--- src/rtl/egg_timer_pkg.sv ---
// Shared types and constants for the egg-timer countdown blocks.
package egg_timer_pkg;

    typedef enum logic [1:0] {
        IDLE  = 2'd0,
        RUN   = 2'd1,
        PAUSE = 2'd2,
        DONE  = 2'd3
    } state_t;

    typedef logic [3:0] bcd_t;

    localparam bcd_t SEC_TENS_MAX = 4'd5;
    localparam bcd_t DIGIT_MAX    = 4'd9;

    // Saturate a captured digit to its legal maximum.
    function automatic bcd_t bcd_clamp(input bcd_t d, input bcd_t lim);
        return (d > lim) ? lim : d;
    endfunction

endpackage

--- src/rtl/bcd_mmss_dec.sv ---
// Combinational MM:SS BCD decrement with borrow chain.
// 00:00 is returned unchanged; o_is_zero_next flags a 00:00 result.
module bcd_mmss_dec
    import egg_timer_pkg::*;
(
    input  logic [3:0] i_min_t,
    input  logic [3:0] i_min_u,
    input  logic [3:0] i_sec_t,
    input  logic [3:0] i_sec_u,
    output logic [3:0] o_min_t,
    output logic [3:0] o_min_u,
    output logic [3:0] o_sec_t,
    output logic [3:0] o_sec_u,
    output logic       o_is_zero_next
);

    // Borrow ripples from seconds units up to minutes tens.
    always_comb begin
        o_min_t = i_min_t;
        o_min_u = i_min_u;
        o_sec_t = i_sec_t;
        o_sec_u = i_sec_u;
        if (i_sec_u != 4'd0) begin
            o_sec_u = i_sec_u - 4'd1;
        end else if (i_sec_t != 4'd0) begin
            o_sec_u = DIGIT_MAX;
            o_sec_t = i_sec_t - 4'd1;
        end else if (i_min_u != 4'd0) begin
            o_sec_u = DIGIT_MAX;
            o_sec_t = SEC_TENS_MAX;
            o_min_u = i_min_u - 4'd1;
        end else if (i_min_t != 4'd0) begin
            o_sec_u = DIGIT_MAX;
            o_sec_t = SEC_TENS_MAX;
            o_min_u = DIGIT_MAX;
            o_min_t = i_min_t - 4'd1;
        end
    end

    assign o_is_zero_next = ({o_min_t, o_min_u, o_sec_t, o_sec_u} == 16'd0);

endmodule

--- src/rtl/bcd_countdown_core.sv ---
// Four-digit MM:SS BCD countdown engine with run/pause/done sequencing.
// Optional alarm blinker after expiry is built when ALARM_BLINK_EN is defined;
// otherwise alarm is tied low and no alarm counter exists.
module bcd_countdown_core
    import egg_timer_pkg::*;
#(
    parameter int TICKS_PER_SEC = 1,
    parameter int MAX_MIN_TENS  = 9,
    parameter int ALARM_SECS    = 10
) (
    input  logic       clk,
    input  logic       rst,
    input  logic       tick_in,
    input  logic       enable,
    input  logic       load,
    input  logic       start,
    input  logic [3:0] set_min_t,
    input  logic [3:0] set_min_u,
    input  logic [3:0] set_sec_t,
    input  logic [3:0] set_sec_u,
    output logic [3:0] min_tens,
    output logic [3:0] min_units,
    output logic [3:0] sec_tens,
    output logic [3:0] sec_units,
    output logic       running,
    output logic       count_done,
    output logic       done_pulse,
    output logic       alarm
);

    localparam int      PW         = (TICKS_PER_SEC > 1) ? $clog2(TICKS_PER_SEC) : 1;
    localparam logic [PW-1:0] PRESC_LAST = PW'(TICKS_PER_SEC - 1);
    localparam bcd_t    MIN_T_MAX  = bcd_t'(MAX_MIN_TENS);

    state_t        r_state;
    logic [PW-1:0] r_presc;
    logic [3:0]    r_min_t, r_min_u, r_sec_t, r_sec_u;
    logic          r_running, r_count_done, r_done_pulse;

    logic [3:0]    w_ld_min_t, w_ld_min_u, w_ld_sec_t, w_ld_sec_u;
    logic [3:0]    w_dec_min_t, w_dec_min_u, w_dec_sec_t, w_dec_sec_u;
    logic          w_dec_zero;
    logic          w_is_zero;
    logic          w_presc_wrap;
    logic [PW-1:0] w_presc_next;
    logic          w_run_dec;
    logic          w_enter_done;

    assign w_ld_min_t = bcd_clamp(set_min_t, MIN_T_MAX);
    assign w_ld_min_u = bcd_clamp(set_min_u, DIGIT_MAX);
    assign w_ld_sec_t = bcd_clamp(set_sec_t, SEC_TENS_MAX);
    assign w_ld_sec_u = bcd_clamp(set_sec_u, DIGIT_MAX);

    assign w_is_zero    = ({r_min_t, r_min_u, r_sec_t, r_sec_u} == 16'd0);
    assign w_presc_wrap = (r_presc == PRESC_LAST);
    assign w_presc_next = w_presc_wrap ? '0 : r_presc + PW'(1);

    // A second elapses only in an undisturbed RUN cycle (pause requests discard the tick).
    assign w_run_dec    = (r_state == RUN) && enable && !start && tick_in && w_presc_wrap;
    assign w_enter_done = w_run_dec && w_dec_zero;

    bcd_mmss_dec u_dec (
        .i_min_t        (r_min_t),
        .i_min_u        (r_min_u),
        .i_sec_t        (r_sec_t),
        .i_sec_u        (r_sec_u),
        .o_min_t        (w_dec_min_t),
        .o_min_u        (w_dec_min_u),
        .o_sec_t        (w_dec_sec_t),
        .o_sec_u        (w_dec_sec_u),
        .o_is_zero_next (w_dec_zero)
    );

    // Run/pause/done sequencing, digit storage, prescaler and registered status flags.
    always_ff @(posedge clk) begin
        if (rst) begin
            r_state      <= IDLE;
            r_presc      <= '0;
            r_min_t      <= 4'd0;
            r_min_u      <= 4'd0;
            r_sec_t      <= 4'd0;
            r_sec_u      <= 4'd0;
            r_running    <= 1'b0;
            r_count_done <= 1'b0;
            r_done_pulse <= 1'b0;
        end else begin
            r_done_pulse <= 1'b0;
            case (r_state)
                IDLE: begin
                    if (load) begin
                        r_min_t <= w_ld_min_t;
                        r_min_u <= w_ld_min_u;
                        r_sec_t <= w_ld_sec_t;
                        r_sec_u <= w_ld_sec_u;
                    end else if (start && enable && !w_is_zero) begin
                        r_state   <= RUN;
                        r_presc   <= '0;
                        r_running <= 1'b1;
                    end
                end
                RUN: begin
                    if (start || !enable) begin
                        r_state   <= PAUSE;
                        r_running <= 1'b0;
                    end else if (tick_in) begin
                        r_presc <= w_presc_next;
                        if (w_presc_wrap) begin
                            r_min_t <= w_dec_min_t;
                            r_min_u <= w_dec_min_u;
                            r_sec_t <= w_dec_sec_t;
                            r_sec_u <= w_dec_sec_u;
                            if (w_dec_zero) begin
                                r_state      <= DONE;
                                r_running    <= 1'b0;
                                r_count_done <= 1'b1;
                                r_done_pulse <= 1'b1;
                            end
                        end
                    end
                end
                PAUSE: begin
                    if (load) begin
                        r_state <= IDLE;
                        r_min_t <= w_ld_min_t;
                        r_min_u <= w_ld_min_u;
                        r_sec_t <= w_ld_sec_t;
                        r_sec_u <= w_ld_sec_u;
                    end else if (start && enable) begin
                        r_state   <= RUN;
                        r_running <= 1'b1;
                    end
                end
                DONE: begin
                    if (load) begin
                        r_state      <= IDLE;
                        r_count_done <= 1'b0;
                        r_min_t      <= w_ld_min_t;
                        r_min_u      <= w_ld_min_u;
                        r_sec_t      <= w_ld_sec_t;
                        r_sec_u      <= w_ld_sec_u;
                    end
                end
                default: begin
                    r_state <= IDLE;
                end
            endcase
        end
    end

    assign min_tens   = r_min_t;
    assign min_units  = r_min_u;
    assign sec_tens   = r_sec_t;
    assign sec_units  = r_sec_u;
    assign running    = r_running;
    assign count_done = r_count_done;
    assign done_pulse = r_done_pulse;

`ifdef ALARM_BLINK_EN
    localparam int AW = $clog2(ALARM_SECS + 1);

    logic          r_alarm;
    logic [AW-1:0] r_alarm_cnt;
    logic [PW-1:0] r_alarm_presc;

    // Blink: high on DONE entry, toggles each prescaled second for ALARM_SECS seconds, then low.
    always_ff @(posedge clk) begin
        if (rst || load) begin
            r_alarm       <= 1'b0;
            r_alarm_cnt   <= '0;
            r_alarm_presc <= '0;
        end else if (w_enter_done) begin
            r_alarm       <= 1'b1;
            r_alarm_cnt   <= AW'(ALARM_SECS);
            r_alarm_presc <= '0;
        end else if ((r_state == DONE) && (r_alarm_cnt != '0) && tick_in) begin
            if (r_alarm_presc == PRESC_LAST) begin
                r_alarm_presc <= '0;
                r_alarm_cnt   <= r_alarm_cnt - AW'(1);
                r_alarm       <= (r_alarm_cnt == AW'(1)) ? 1'b0 : ~r_alarm;
            end else begin
                r_alarm_presc <= r_alarm_presc + PW'(1);
            end
        end
    end

    assign alarm = r_alarm;
`else
    assign alarm = 1'b0;
`endif

endmodule
--- config.mk ---
export PLATFORM = sky130hd
export DESIGN_NAME = bcd_countdown_core
export DESIGN_NICKNAME = d
export VERILOG_FILES = /design/src/rtl/egg_timer_pkg.sv /design/src/rtl/bcd_mmss_dec.sv /design/src/rtl/bcd_countdown_core.sv
export SDC_FILE = /design/constraint.sdc
export NUM_CORES = 1
export LEC_CHECK = 0
export CORE_ASPECT_RATIO = 0.8
export CORE_UTILIZATION = 53
export DETAILED_ROUTE_END_ITERATION = 12
export PLACE_DENSITY = 0.85
export SETUP_SLACK_MARGIN = 0.4
export SLEW_MARGIN = 20
export SYNTH_ARGS = -nofsm -noshare
export SYNTH_HDL_FRONTEND = slang
export SYNTH_SLANG_ARGS = --single-unit
export TNS_END_PERCENT = 5
--- constraint.sdc ---
create_clock -name clk -period 4.5 [get_ports clk]
set_input_delay 1.125 -clock clk [delete_from_list [all_inputs] [get_ports clk]]
set_output_delay 1.125 -clock clk [all_outputs]
set_load 0.01 [all_outputs]
---- Word-level counts from Yosys, hierarchy flattened ----
Cells that the tools add are included.
storage, ports and cells
  register bits ........................... 22
  bits of input ports ..................... 22
  output and inout bits ................... 20
cells by class
  add/subtract/negate cells ............... 5
  $lt $le $gt $ge ......................... 4
  eq/ne operators ......................... 17
  mux-type cells .......................... 72
  bitwise operators ....................... 2
  reductions and logical operators ........ 22
operators by type and width
  cell                 number
  $mux 4               36
  $logic_not 16->1     2
  $pmux 4 s2           4
  $mux 1               19
  $mux 2               9
  $ne 2x2->1 const B   8
  $reduce_bool 4->1    4
  $sub 4x1->4 const B  4
  $gt 4x4->1 const B   3
  $pmux 2 s4           1
  $reduce_and 8->1     1
  $reduce_and 7->1     1
  $ne 3x2->1 const B   2
  $reduce_and 6->1     1
  $reduce_and 5->1     1
  $reduce_or 5->1      1
  $eq 2x2->1 const B   2
  $gt 4x3->1 const B   1
  $ne 2x1->1 const B   2
  $pmux 1 s2           2
  $reduce_and 4->1     1
  $reduce_bool 2->1    2
  $ne 3x1->1 const B   1
  $ne 3x3->1 const B   1
  10 further kinds     13

---- Logic depth before layout (Yosys ltp) ----
  depth in word-level cells ............... 11
  mapped depth ............................ 9

---- Cells and area by module ----
Synthesis repeated with hierarchy kept, for this count alone.
unflattened totals
  cell total of the unflattened synthesis .. 223
  area, all modules ....................... 1735.4 sq um
modules (own cells, without submodules)
  module              instances  cells an instance  area an instance (sq um)  seq. area each (sq um)
  bcd_countdown_core  1          133                1112.3                    420.4
  bcd_mmss_dec        1          90                 623.1                     0.0

---- Least setup slack after synthesis ----
No wires, ideal clock.
  path kind ............................... reg-to-reg
  from .................................... reg r_sec_u[0] (netlist: sec_units[0])
  to ...................................... reg r_count_done (netlist: count_done)
  setup time .............................. 70 ps
  arrival ................................. 2737 ps
  data required time ...................... 4430 ps
  path slack .............................. 1693 ps
  cell stages (with the launch flop) ...... 10
  path buffers ............................ 1
  path through ............................ dfxtp_1 -> inv_1 -> ha_1 -> or3b_4 -> buf_6 -> nor4_1 -> mux2_2 -> nor4_1 -> or4b_1 -> a21oi_1
between the ends
  longest elaborated chain between the ends .. 7
ends and longest elaborated chain
  what                                                                 line                       RTL
  start: declaration                                                   bcd_countdown_core.sv:37   logic [3:0] r_min_t, r_min_u, r_sec_t, r_sec_u;
  start signal: assignment                                             bcd_countdown_core.sv:94   r_sec_u <= w_ld_sec_u;
  start signal: assignment                                             bcd_countdown_core.sv:111  r_sec_u <= w_dec_sec_u;
  start signal: assignment                                             bcd_countdown_core.sv:127  r_sec_u <= w_ld_sec_u;
  parallel branches: the longest is 4 deep, another holds $sub 4x1->4  n/a
  $logic_not 16->1 *                                                   bcd_mmss_dec.sv:40         assign o_is_zero_next = ({o_min_t, o_min_u, o_sec_t, o_sec_u} == 16'd0);
  $ne 2x1->1 (no source line) *                                        n/a
  $reduce_and 6->1 (no source line) *                                  n/a
  end signal: assignment                                               bcd_countdown_core.sv:84   r_count_done <= 1'b0;
  end signal: assignment                                               bcd_countdown_core.sv:115  r_count_done <= 1'b1;
  end signal: assignment                                               bcd_countdown_core.sv:136  r_count_done <= 1'b0;
  end: declaration                                                     bcd_countdown_core.sv:38   logic r_running, r_count_done, r_done_pulse;
Every way passes the cells marked *.
A chain may end at the register's enable or synchronous reset.

---- Worst setup path in the final report ----
  from .................................... in enable
  to ...................................... reg r_sec_t[3] (netlist: sec_tens[3])
between the ends
  longest elaborated chain between the ends .. 4
ends and longest elaborated chain
  what                               line                       RTL
  start: declaration                 bcd_countdown_core.sv:14   input logic enable,
  $logic_not 1->1                    bcd_countdown_core.sv:102  if (start || !enable) begin
  $logic_or 1x1->1                   bcd_countdown_core.sv:102
  $ne 2x2->1 (no source line)        n/a
  $reduce_and 4->1 (no source line)  n/a
  end signal: assignment             bcd_countdown_core.sv:93   r_sec_t <= w_ld_sec_t;
  end signal: assignment             bcd_countdown_core.sv:110  r_sec_t <= w_dec_sec_t;
  end signal: assignment             bcd_countdown_core.sv:126  r_sec_t <= w_ld_sec_t;
  end: declaration                   bcd_countdown_core.sv:37
No other way between the ends.

==> flow_summary.toml <==
[critical_path]
critPathKind = "in2reg"
worstPathCellList = "clkdlybuf4s50_1, nor4bb_1, and2_1, nor2_1, o21ai_0, a21oi_1"
crit_required_ns = 4.68
worstPathArrival_ns = 3.35
slowest_stage = "nor2_1"
crit_family = "simple AND/OR/NAND/NOR gates"
critPathLaunchType = "input pin"
critPathMaxStageDelay_ns = 0.85
cp_max_fo = 16
path_buf_inv = 1
crit_path_end_kind = "flop"

[synthesis]
yosysSeqAreaShare_pct = 24.9
yosysWarnings = 0
synth_cell_types = 53
synth.top_cell.area_share_pct = 24.9
ys_ff_latch = 21
postSynthAreaPerCell_um2 = 7.41
synth_fp_nets = 254
synth_cells = 228
netlist.top_cell.by_area = "dfxtp_1"
synth_edf_count = 0
synth_ff_type = "dfxtp_1"
synth_area_um2 = 1690
synth.area.top_cells = "dfxtp_1 (25%), a21oi_1 (5.9%), nor2_1 (5.8%)"
async_reset_ff_share_pct = 0

[place]
placed_cell_area_um2 = 2060
gp_congestion = 0.931
dp.cells = 292
post-place-ws_ns = 1.13
portBuffers = 40
dp_hpwl_mm = 3.32

[finish]
final_net_count = 285
multi_input_area_um2 = 1140
drive_gt1_share_pct = 5.43
num-fill-cells = 261
areaGrowthSynthToFinish_pct = 24.9
fin_cells = 296
finish.instance_area_um2 = 2110
fin_util_pct = 72.9
n_antenna_cell = 0
seq_area_um2 = 420

[timing]
hold_viol = 0
rsz0062_at_grt = "false"
setup_slack_ns = 1.33
hold-worst-slack_ns = 0.444
setup_viol = 0
min_period_ns = 3.17
fin_tns_setup_ns = 0
slew_viol_final = 0
clock_skew_ns = 0.00227
fin_crit_sh_pct = 70.5
relSlewSlack_pct = 26.5
worstMarginPinSlew_ns = 1.10
timing.fmax_mhz = 315

[detailed_routing]
route.vias.total = 1886
drc = 0
drt-total-wl_mm = 4.56
drt-vias-per-instance = 6.37
wl_per_cell_um = 15.4
drt_pre_antenna_iters = 5
antenna_left = 0
dr.first_iter.drc_count = 226

[clock_network]
htree_levels = 1
cts_made_buffers = 3
clock_tree.root_cell = "clkbuf_8"
hold_buffers = 0
path_clk_slew_ns = 0.08
clock-sinks = 21
post_cts_buffers = 0
cts_tree = "yes"
cts_resized = 0
clockBufferDepth = 2
clk_latency_ns = 0.26

[pwr]
cellPowerDensity_nw_per_um2 = 260
p_leak_nw = 0.762
finalPower_uw = 548
ir_drop_mv = 0.173

[global_routing]
use_met1_pct = 37.0
gr-usage-met3_pct = 5.43
grt.busiest_layer = "met2"
grt_max_degree = 23
grt_use_total_pct = 28.2
first_global_vias = 1646
grt_first_pass_wirelength_mm = 7.33
antenna_found_initial = 0
use_met2_pct = 45.3
overflow = 0

[die]
dieArea_um2 = 3420
initial_core_util_pct = 58.4
row_count = 17
coreArea_um2 = 2890
die_h_um = 52.5
ios = 42
die_w_um = 65.1

[worst_hold_path]
hold_class = "reg2reg"

[run]
max_cap_violations = 0

[outcome]
run_status = "complete, no violations"
==> Yosys cell counts (all sizes together) (5+ instances only) <==
cell type  number
nand3           8
nand2          13
o211ai          5
a21oi          20
dfxtp          21
nand4           6
buf             6
nor2           26
nor3           10
a211oi          7
o21ai          13
clkbuf          9
inv            14
==> layer usage <==
metal,vias up,wire [um]
li1,918,-
met1,841,2020
met2,114,2010
met3,13,443
met4,0,82
met5,-,0
==> layout by cell type, fill, tap and decap left out, types with 5 or more instances in the layout <==
cell type,count
inv_1,14
o211ai_1,5
nand3_1,8
a21oi_1,20
dfxtp_1,21
o21ai_0,13
nand2_1,13
clkdlybuf4s50_1,40
a211oi_1,7
nor2_1,26
nand4_1,6
nor3_1,10
==> path summary, 6_finish.rpt <==
| kind | from | to | slack [ns] | depth (start not counted) |
|---|---|---|---|---|
| hold / removal | count_done | count_done | 0.44 | 2 |
| setup / recovery | enable | sec_tens[3] | 1.33 | 6 |
| hold reg to reg | count_done | count_done | 0.44 | 2 |
| setup reg to reg | sec_units[1] | count_done | 1.44 | 8 |
==> logic make-up after synthesis <==
family / after synthesis / share of synthesized area (%)
AOI/OAI and AO/OA: 73 / 29.9
DFF: 21 / 24.9
muxes: 4 / 2.44
xor gates and xnor gates: 2 / 1.04
and+or+nand+nor: 94 / 30.7
buffers and inverters: 29 / 7.85
adders and majority gates: 4 / 2.96
other: 1 / 0.222
==> flip-flops by register name (all words and copies together) (netlist names) <==
name and flops:
done_pulse 1, min_tens 4, count_done 1, min_units 4, r_state 2, sec_units 4
sec_tens 4, running 1
==> worst reg2reg max path: stages, from the launching register on <==
cell	delay [ns]
dfxtp_1	0.36
inv_1	0.13
ha_1	0.26
or3b_4	0.49
nor4_1	0.43
mux2_2	0.41
nor4_1	0.26
or4b_1	0.51
a21oi_1	0.16
==> cell type report <==
class | instances | share of cell area [%]
multi-input combinational | 178 | 53.9
sequential | 21 | 19.9
timing repair buffer | 41 | 19.3
inverter | 14 | 2.49
tap | 38 | 2.25
clock buffer | 4 | 2.14
==> power breakdown <==
part / total, mW / internal, mW / switching, mW
Combinational: 0.205 / 0.0942 / 0.110
Clock: 0.129 / 0.0632 / 0.0660
Sequential: 0.214 / 0.197 / 0.0178
Note: power is estimated with default switching activity, not from simulation.
